### config.mk
export PLATFORM = sky130hd
export DESIGN_NAME = jpeg_huffman_scheduler
export DESIGN_NICKNAME = d
export VERILOG_FILES = /design/src/rtl/jpeg_huff_pkg.sv /design/src/rtl/jpeg_rr_arbiter.sv /design/src/rtl/jpeg_huffman_scheduler.sv
export SDC_FILE = /design/constraint.sdc
export NUM_CORES = 1
export LEC_CHECK = 0
export BUFFER_PORTS_ARGS = -buffer_cell sky130_fd_sc_hd__buf_4
export CAP_MARGIN = 25
export CORE_MARGIN = 2
export CORE_UTILIZATION = 34
export CTS_BUF_LIST = sky130_fd_sc_hd__clkbuf_8
export CTS_CLUSTER_DIAMETER = 40
export DETAILED_ROUTE_END_ITERATION = 12
export PLACE_DENSITY_LB_ADDON = 0.2
export SLEW_MARGIN = 20
export SYNTH_ARGS = -nofsm -noshare
export SYNTH_HDL_FRONTEND = slang
export SYNTH_SLANG_ARGS = --single-unit
### constraint.sdc
create_clock -name clock -period 2.66 [get_ports clock]
set_clock_uncertainty 0.05 [all_clocks]
set_input_delay 0.532 -clock clock [delete_from_list [all_inputs] [get_ports clock]]
set_output_delay 0.532 -clock clock [all_outputs]
set_load 0.02 [all_outputs]
### src/rtl/jpeg_huff_pkg.sv
// Shared state encoding, component ids and block geometry for the JPEG Huffman scheduler.
package jpeg_huff_pkg;

  typedef enum logic [2:0] {IDLE, START, RUN, DRAIN, RELEASE, RST} state_t;

  localparam logic [1:0] COMP_Y  = 2'd0;
  localparam logic [1:0] COMP_CB = 2'd1;
  localparam logic [1:0] COMP_CR = 2'd2;

  localparam int BLOCK_COEFFS = 64;

  // MCU layout is LUMA_BLOCKS luma blocks followed by one Cb and one Cr block.
  function automatic logic [1:0] comp_for_block(input logic [2:0] blk, input int luma_blocks);
    if (int'(blk) < luma_blocks) return COMP_Y;
    else if (int'(blk) == luma_blocks) return COMP_CB;
    else return COMP_CR;
  endfunction

endpackage

### src/rtl/jpeg_rr_arbiter.sv
// Combinational round-robin pick: the first requesting bank at or after ptr, wrapping.
module jpeg_rr_arbiter #(
  parameter int NUM_BANKS = 2,
  parameter int SEL_W     = 1
) (
  input  logic [NUM_BANKS-1:0] req,
  input  logic [SEL_W-1:0]     ptr,
  output logic [SEL_W-1:0]     grant,
  output logic                 valid
);

  // Walk offsets from farthest to nearest so the bank closest to ptr wins.
  always_comb begin
    grant = '0;
    valid = 1'b0;
    for (int i = NUM_BANKS - 1; i >= 0; i--) begin
      for (int j = 0; j < NUM_BANKS; j++) begin
        if (req[j] && (((int'(ptr) + i >= NUM_BANKS) ? (int'(ptr) + i - NUM_BANKS)
                                                      : (int'(ptr) + i)) == j)) begin
          grant = SEL_W'(j);
          valid = 1'b1;
        end
      end
    end
  end

endmodule

### src/rtl/jpeg_huffman_scheduler.sv
// Schedules jpeg_huffman_encode over ping-pong coefficient banks and tracks the MCU component pattern.
// Restart-interval handling (RST state, rst_req/rst_ack) is built only with `define JPEG_HUFF_RESTART_EN.
module jpeg_huffman_scheduler #(
  parameter int NUM_BANKS    = 2,
  parameter int BANK_SEL_W   = 1,
  parameter int BLOCK_COEFFS = jpeg_huff_pkg::BLOCK_COEFFS,
  parameter int DRAIN_CYCLES = 4,
  parameter int LUMA_BLOCKS  = 4,
  parameter int RESTART_MCUS = 16
) (
  input  logic                  clock,
  input  logic                  reset,
  input  logic                  frame_start,
  input  logic [NUM_BANKS-1:0]  bank_full,
  output logic [NUM_BANKS-1:0]  bank_release,
  output logic [BANK_SEL_W-1:0] bank_sel,
  output logic                  huff_start,
  output logic                  huff_stall,
  input  logic                  downstream_stall,
  output logic [1:0]            comp_id,
  output logic                  dc_pred_clear,
  output logic                  busy,
  output logic                  rst_req,
  input  logic                  rst_ack
);
  import jpeg_huff_pkg::*;

  localparam int CW = $clog2(BLOCK_COEFFS);
  localparam int DW = (DRAIN_CYCLES > 1) ? $clog2(DRAIN_CYCLES) : 1;
  localparam logic [CW-1:0]         COEFF_LAST = CW'(BLOCK_COEFFS - 1);
  localparam logic [DW-1:0]         DRAIN_LAST = DW'(DRAIN_CYCLES - 1);
  localparam logic [2:0]            BLK_LAST   = 3'(LUMA_BLOCKS + 1);
  localparam logic [BANK_SEL_W-1:0] SEL_LAST   = BANK_SEL_W'(NUM_BANKS - 1);

  state_t                state_q, state_d;
  logic [BANK_SEL_W-1:0] rr_ptr, grant_idx;
  logic                  grant_valid, grant_take, frame_now;
  logic                  frame_pending, frame_apply, mcu_done;
  logic [2:0]            blk_in_mcu;
  logic [CW-1:0]         coeff_cnt;
  logic [DW-1:0]         drain_cnt;

  assign huff_stall  = downstream_stall;
  assign busy        = (state_q != IDLE);
  assign frame_apply = frame_pending | frame_start;
  assign mcu_done    = (blk_in_mcu == BLK_LAST);

`ifdef JPEG_HUFF_RESTART_EN
  localparam int MW = $clog2(RESTART_MCUS + 1);
  localparam logic [MW-1:0] MCU_LAST = MW'(RESTART_MCUS - 1);
  logic [MW-1:0] mcu_cnt;
  logic          restart_due;
  // A pending frame start supersedes the restart marker: the new frame resets everything anyway.
  assign restart_due = mcu_done && (mcu_cnt == MCU_LAST) && !frame_apply;
`else
  logic unused_rst_ack;
  localparam int unused_restart_mcus = RESTART_MCUS;
  assign unused_rst_ack = rst_ack;
  assign rst_req        = 1'b0;
`endif

  jpeg_rr_arbiter #(.NUM_BANKS(NUM_BANKS), .SEL_W(BANK_SEL_W)) u_arb (
    .req  (bank_full),
    .ptr  (rr_ptr),
    .grant(grant_idx),
    .valid(grant_valid)
  );

  always_ff @(posedge clock) begin
    if (reset) state_q <= IDLE;
    else       state_q <= state_d;
  end

  // A frame start seen in IDLE costs one cycle so the DC clear lands ahead of the next huff_start.
  always_comb begin
    state_d      = state_q;
    huff_start   = 1'b0;
    bank_release = '0;
    grant_take   = 1'b0;
    frame_now    = 1'b0;
`ifdef JPEG_HUFF_RESTART_EN
    rst_req      = 1'b0;
`endif
    case (state_q)
      IDLE: begin
        if (frame_start) begin
          frame_now = 1'b1;
        end else if (grant_valid) begin
          grant_take = 1'b1;
          state_d    = START;
        end
      end
      START: begin
        huff_start = 1'b1;
        state_d    = RUN;
      end
      RUN:   if (!downstream_stall && coeff_cnt == COEFF_LAST) state_d = DRAIN;
      DRAIN: if (!downstream_stall && drain_cnt == DRAIN_LAST) state_d = RELEASE;
      RELEASE: begin
        bank_release = NUM_BANKS'(1) << bank_sel;
        state_d      = IDLE;
`ifdef JPEG_HUFF_RESTART_EN
        if (restart_due) state_d = RST;
`endif
      end
`ifdef JPEG_HUFF_RESTART_EN
      RST: begin
        rst_req = 1'b1;
        if (rst_ack) state_d = IDLE;
      end
`endif
      default: state_d = IDLE;
    endcase
  end

  // Frame starts arriving mid-block are parked and applied once the block has been released.
  always_ff @(posedge clock) begin
    if (reset) begin
      bank_sel      <= '0;
      comp_id       <= COMP_Y;
      rr_ptr        <= '0;
      blk_in_mcu    <= '0;
      coeff_cnt     <= '0;
      drain_cnt     <= '0;
      frame_pending <= 1'b0;
      dc_pred_clear <= 1'b0;
`ifdef JPEG_HUFF_RESTART_EN
      mcu_cnt       <= '0;
`endif
    end else begin
      dc_pred_clear <= 1'b0;
      if (busy && frame_start) frame_pending <= 1'b1;
      case (state_q)
        IDLE: begin
          if (frame_now) begin
            blk_in_mcu    <= '0;
            dc_pred_clear <= 1'b1;
`ifdef JPEG_HUFF_RESTART_EN
            mcu_cnt       <= '0;
`endif
          end else if (grant_take) begin
            bank_sel <= grant_idx;
            comp_id  <= comp_for_block(blk_in_mcu, LUMA_BLOCKS);
          end
        end
        START: coeff_cnt <= '0;
        RUN: begin
          if (!downstream_stall) begin
            coeff_cnt <= coeff_cnt + CW'(1);
            drain_cnt <= '0;
          end
        end
        DRAIN: if (!downstream_stall) drain_cnt <= drain_cnt + DW'(1);
        RELEASE: begin
          rr_ptr <= (bank_sel == SEL_LAST) ? '0 : bank_sel + BANK_SEL_W'(1);
          if (frame_apply) begin
            blk_in_mcu    <= '0;
            dc_pred_clear <= 1'b1;
            frame_pending <= 1'b0;
`ifdef JPEG_HUFF_RESTART_EN
            mcu_cnt       <= '0;
`endif
          end else begin
            blk_in_mcu <= mcu_done ? 3'd0 : blk_in_mcu + 3'd1;
`ifdef JPEG_HUFF_RESTART_EN
            if (mcu_done && !restart_due) mcu_cnt <= mcu_cnt + MW'(1);
`endif
          end
        end
`ifdef JPEG_HUFF_RESTART_EN
        RST: begin
          if (rst_ack) begin
            dc_pred_clear <= 1'b1;
            mcu_cnt       <= '0;
            if (frame_apply) begin
              blk_in_mcu    <= '0;
              frame_pending <= 1'b0;
            end
          end
        end
`endif
        default: ;
      endcase
    end
  end

endmodule

# Word level (Yosys, flattened, before mapping)

Cells that the tools add are included.

Output and inout bits: 10
Flip-flop bits (word level): 20

$lt $le $gt $ge: 3
Bitwise logic cells: 2
$add $sub $neg: 7
Shift operators: 1
Eq/ne operators: 17
Reduce and logical (&&, ||, !) cells: 20
Mux-type cells: 39

Operator list:

| operator                                                             | number |
|---|---|
| 32-bit by 2-bit == test with 1-bit output, second input constant     | 2 |
| 32-bit zero test                                                     | 2 |
| 32-bit two-way mux                                                   | 2 |
| 32-bit by 3-bit subtractor with 32-bit output, second input constant | 1 |
| 3-bit two-way mux                                                    | 7 |
| 1-bit two-way mux                                                    | 19 |
| 2-bit inequality test, second input constant                         | 7 |
| 3-bit case mux with 4 select lines                                   | 1 |
| 6-bit case mux with 2 select lines                                   | 1 |
| 2-bit two-way mux                                                    | 5 |
| 3-bit == test, second input constant                                 | 3 |
| 1-bit logical AND                                                    | 7 |
| 6-bit by 1-bit adder with 6-bit output, second input constant        | 1 |
| 3-bit by 2-bit == test with 1-bit output, second input constant      | 2 |
| 6-bit == test, second input constant                                 | 1 |
| 6-bit two-way mux                                                    | 1 |
| 3-bit case mux with 2 select lines                                   | 1 |
| 3-bit AND reduction                                                  | 2 |
| 2-bit nonzero test                                                   | 3 |
| 2-bit case mux with 2 select lines                                   | 1 |
| 2-bit AND reduction                                                  | 2 |
| 4-bit AND reduction                                                  | 1 |
| 3-bit by 1-bit adder with 3-bit output, second input constant        | 1 |
| 3-bit by 1-bit == test with 1-bit output, second input constant      | 1 |
| 15 further kinds                                                     | 15 |

# Depth between registers and ports, before layout

Depth after elaboration: 13
Mapped depth: 4
Depth with buffers taken out: 4

# Cells and area by module

Synthesis repeated with hierarchy kept, for this count alone.

Cells, all modules: 122
Area, all modules: 1,042.2 um^2

Modules (own cells, without submodules):

| module                 | cells an instance | seq. area each (um^2) | instances | area each (um^2) |
|---|---|---|---|---|
| jpeg_huffman_scheduler | 119               | 400.4                 | 1         | 1,024.7 |
| jpeg_rr_arbiter        | 3                 | 0.0                   | 1         | 17.5 |

# Worst setup path before layout

Ideal clock, no wire load.

Kind: register -> output
Start: register state_q[1]
End: output bank_release[0]
Data arrival time: 1.194 ns
Slack: 0.884 ns
Required time: 2.078 ns
Stages on the path, launching flop included: 4
Buffers on the path: 1
Cells stage by stage: dfxtp_1 > buf_2 > or3b_2 > nor2_1

Longest elaborated chain between the ends: 2

Ends and longest elaborated chain:

| element                  | RTL line                     | text |
|---|---|---|
| start: declaration       | jpeg_huffman_scheduler.sv:35 | `state_t state_q, state_d;` |
| start signal: assignment | jpeg_huffman_scheduler.sv:71 | `else state_q <= state_d;` |
| 3-bit == test            | jpeg_huffman_scheduler.sv:84 | `case (state_q)` |
| 2-bit two-way mux        | jpeg_huffman_scheduler.sv:84 |  |
| end: declaration         | jpeg_huffman_scheduler.sv:15 | `output logic [NUM_BANKS-1:0] bank_release,` |

No other way between the ends.

# Final worst setup path

Start: register state_q[2]
End: output bank_release[0]

Same word-level chain as after synthesis.

==> flow_metrics.env <==
export IMPL_power_density_nw_per_um2=513
export IMPL_start_util=0.355
export IMPL_power_uw=641
export IMPL_syn_area_um2=1080
export IMPL_max_slew_worst_pin_slew_ns=0.523
export IMPL_clock_fmax_mhz=440
export IMPL_path_class="reg -> out"
export IMPL_hold_viol=0
export IMPL_worstPathCellList="or3b_2 > nor2_1 > buf_4"
export IMPL_rsz0062_at_grt="no"
export IMPL_io_pins=17
export IMPL_grt_first_pass_wirelength_mm=3.97
export IMPL_vias_per_cell=5.26
export IMPL_cap_viol_max_count=0
export IMPL_worst_path_buf_inv=1
export IMPL_met1_usage=0.184
export IMPL_yosysWarnings=0
export IMPL_hold_buffers=0
export IMPL_setup_tns_ns=0
export IMPL_synth_commonest_cells="20 x dfxtp_1, 10 x a21oi_1, 10 x inv_1"
export IMPL_synth_top_area_frac=0.370
export IMPL_path_delay_family="flip-flops"
export IMPL_slowest_stage="dfxtp_1"
export IMPL_slowest_delay_ns=0.65
export IMPL_netlist_instances=130
export IMPL_grt_max_degree=23
export IMPL_ys_seq_area_frac=0.370
export IMPL_worstSetupEndpointType="primary output"
export IMPL_cts_buffers_inserted=3
export IMPL_first_pass_iters=4
export IMPL_place_hpwl_mm=1.66
export IMPL_cts_sinks=20
export IMPL_synth_area_leaders="dfxtp_1 37%, a21oi_1 4.6%, mux2i_1 3.7%"
export IMPL_grt_overflow=0
export IMPL_grt_use_met2=0.241
export IMPL_ctsResizeCount=0
export IMPL_synth_distinct_cells=38
export IMPL_place_congestion=0.708
export IMPL_antenna_found_initial=0
export IMPL_synth_edf_count=0
export IMPL_fin_crit_sh=0.854
export IMPL_synth_async_reset_ratio=0
export IMPL_crit_path_max_fanout=17
export IMPL_cts_tree="done"
export IMPL_drc=0
export IMPL_synth_most_common_cell="dfxtp_1"
export IMPL_maxSlewHeadroom=0.651
export IMPL_drv_slew=0
export IMPL_insertedDiodeCount=0
export IMPL_postCtsSetupRepairBufs=0
export IMPL_dieArea_um2=3650
export IMPL_vias=962
export IMPL_rows=20
export IMPL_core_area_um2=3050
export IMPL_worstPathRequired_ns=2.08
export IMPL_met3_usage=0.0256
export IMPL_root_buffer="clkbuf_8"
export IMPL_synth_nets=139
export IMPL_status="completed"
export IMPL_die_w_um=60.4
export IMPL_drtIter0Drc=13
export IMPL_die_h_um=60.4
export IMPL_wire_per_inst_um=12.6
export IMPL_vdd_ir_drop_max_mv=0.244
export IMPL_top_usage_layer="met2"
export IMPL_start_kind="register"
export IMPL_rrSetupSlack_ns=0.88
export IMPL_ys_seq_elements=20
export IMPL_wl_mm=2.31
export IMPL_final_antenna_net_count=0
export IMPL_ys_flop_type="dfxtp_1"
export IMPL_grt_pass1_vias=924
export IMPL_p_leak_uw=0.000469
export IMPL_final_nets=149
export IMPL_yosysTopAreaCell="dfxtp_1"
export IMPL_hp_class="reg -> reg"
export IMPL_syn_area_per_cell_um2=8.33
export IMPL_drive_gt1_frac=0.165
export IMPL_areaGrowthSynthToFinish_pct=15.5
export IMPL_path_clk_slew_ns=0.07
export IMPL_portBuffers=14
export IMPL_clock_path_buffers=2
export IMPL_clk_latency_ns=0.25
export IMPL_gr_usage_all_layers=0.144
export IMPL_setup_viol=0
export IMPL_worstPathArrival_ns=1.69
export IMPL_h_tree_depth=1
export IMPL_fin_crit_ns=2.27
[state kept, by name, indices dropped and copies added (netlist names)]
register,flops
bank_sel,1
blk_in_mcu,3
coeff_cnt,6
comp_id,2
dc_pred_clear,1
drain_cnt,2
frame_pending,1
rr_ptr,1
state_q,3
[final cells by class]
| cell class | count | area (µm²) |
|---|---|---|
| Clock buffer | 4 | 55.1 |
| Fill cell | 344 | 1800 |
| Inverter | 10 | 37.5 |
| Multi-Input combinational cell | 90 | 589 |
| Sequential cell | 20 | 400 |
| Tap cell | 44 | 55.1 |
| Timing Repair Buffer | 15 | 113 |
[report_power, final]
group / leakage [µW] / switching [µW] / total [µW] / internal (µW)
Sequential: 0.000162 / 14.4 / 322 / 307
Combinational: 0.000278 / 54.7 / 90.7 / 36.0
Clock: 0.0000288 / 97.4 / 229 / 132
Total: 0.000469 / 167 / 641 / 475
[tightest hold or removal path: cells and delay by family, from the launching register on]
kind,cells,cell delay (ns)
AO/OA/AOI/OAI,2,0.11
flip-flops,1,0.31
[through the flow]
step / std cells / util / hold WS (ns) / worst slack, ns / cell area (µm²)
after floorplan: 130 / - / 0.403 / 0.884 / 1080
after global placement: 179 / 0.391 / 0.402 / 0.707 / 1190
after detailed placement: 179 / 0.391 / 0.416 / 0.671 / 1190
after CTS: 183 / 0.409 / 0.427 / 0.374 / 1250
after global routing: 183 / 0.409 / 0.458 / 0.261 / 1250
final: 183 / 0.409 / 0.420 / 0.390 / 1250
[per-layer routing]
metal  vias to the layer above  wire length (µm)
li1                        490                 -
met1                       453              1070
met2                        15              1140
met3                         4                73
met4                         0                26
met5                         -                 0
[final timing paths]
| check | endpoint | start | cells after the start |
|---|---|---|---|
| max reg2reg | coeff_cnt[4] | state_q[1] | 3 |
| max | bank_release[0] | state_q[2] | 3 |
| min | comp_id[1] | comp_id[1] | 2 |
| min reg2reg | comp_id[1] | comp_id[1] | 2 |
[cells by family (layout without fill, tap and decap cells)]
logic type | count (synthesis) | count (layout) | synth area share
DFF | 20 | 20 | 0.370
AOI/OAI and AO/OA | 32 | 32 | 0.202
and+or+nand+nor | 51 | 51 | 0.279
buffers and inverters | 20 | 29 | 0.0855
adders and majority gates | 2 | 2 | 0.0231
muxes | 4 | 4 | 0.0370
other | 1 | 1 | 0.00346
[placed cells by master, fill, tap and decap left out, types with 4 or more instances in the layout]
cell type  count
nor3_1         6
mux2i_1        4
dfxtp_1       20
buf_4         15
nand3b_1       4
nand3_1        7
clkbuf_8       4
o21ai_0        6
a21oi_1       10
nand2b_1       5
nor2_1         8
inv_1         10
No activity file was read; power rests on OpenSTA's default activity.
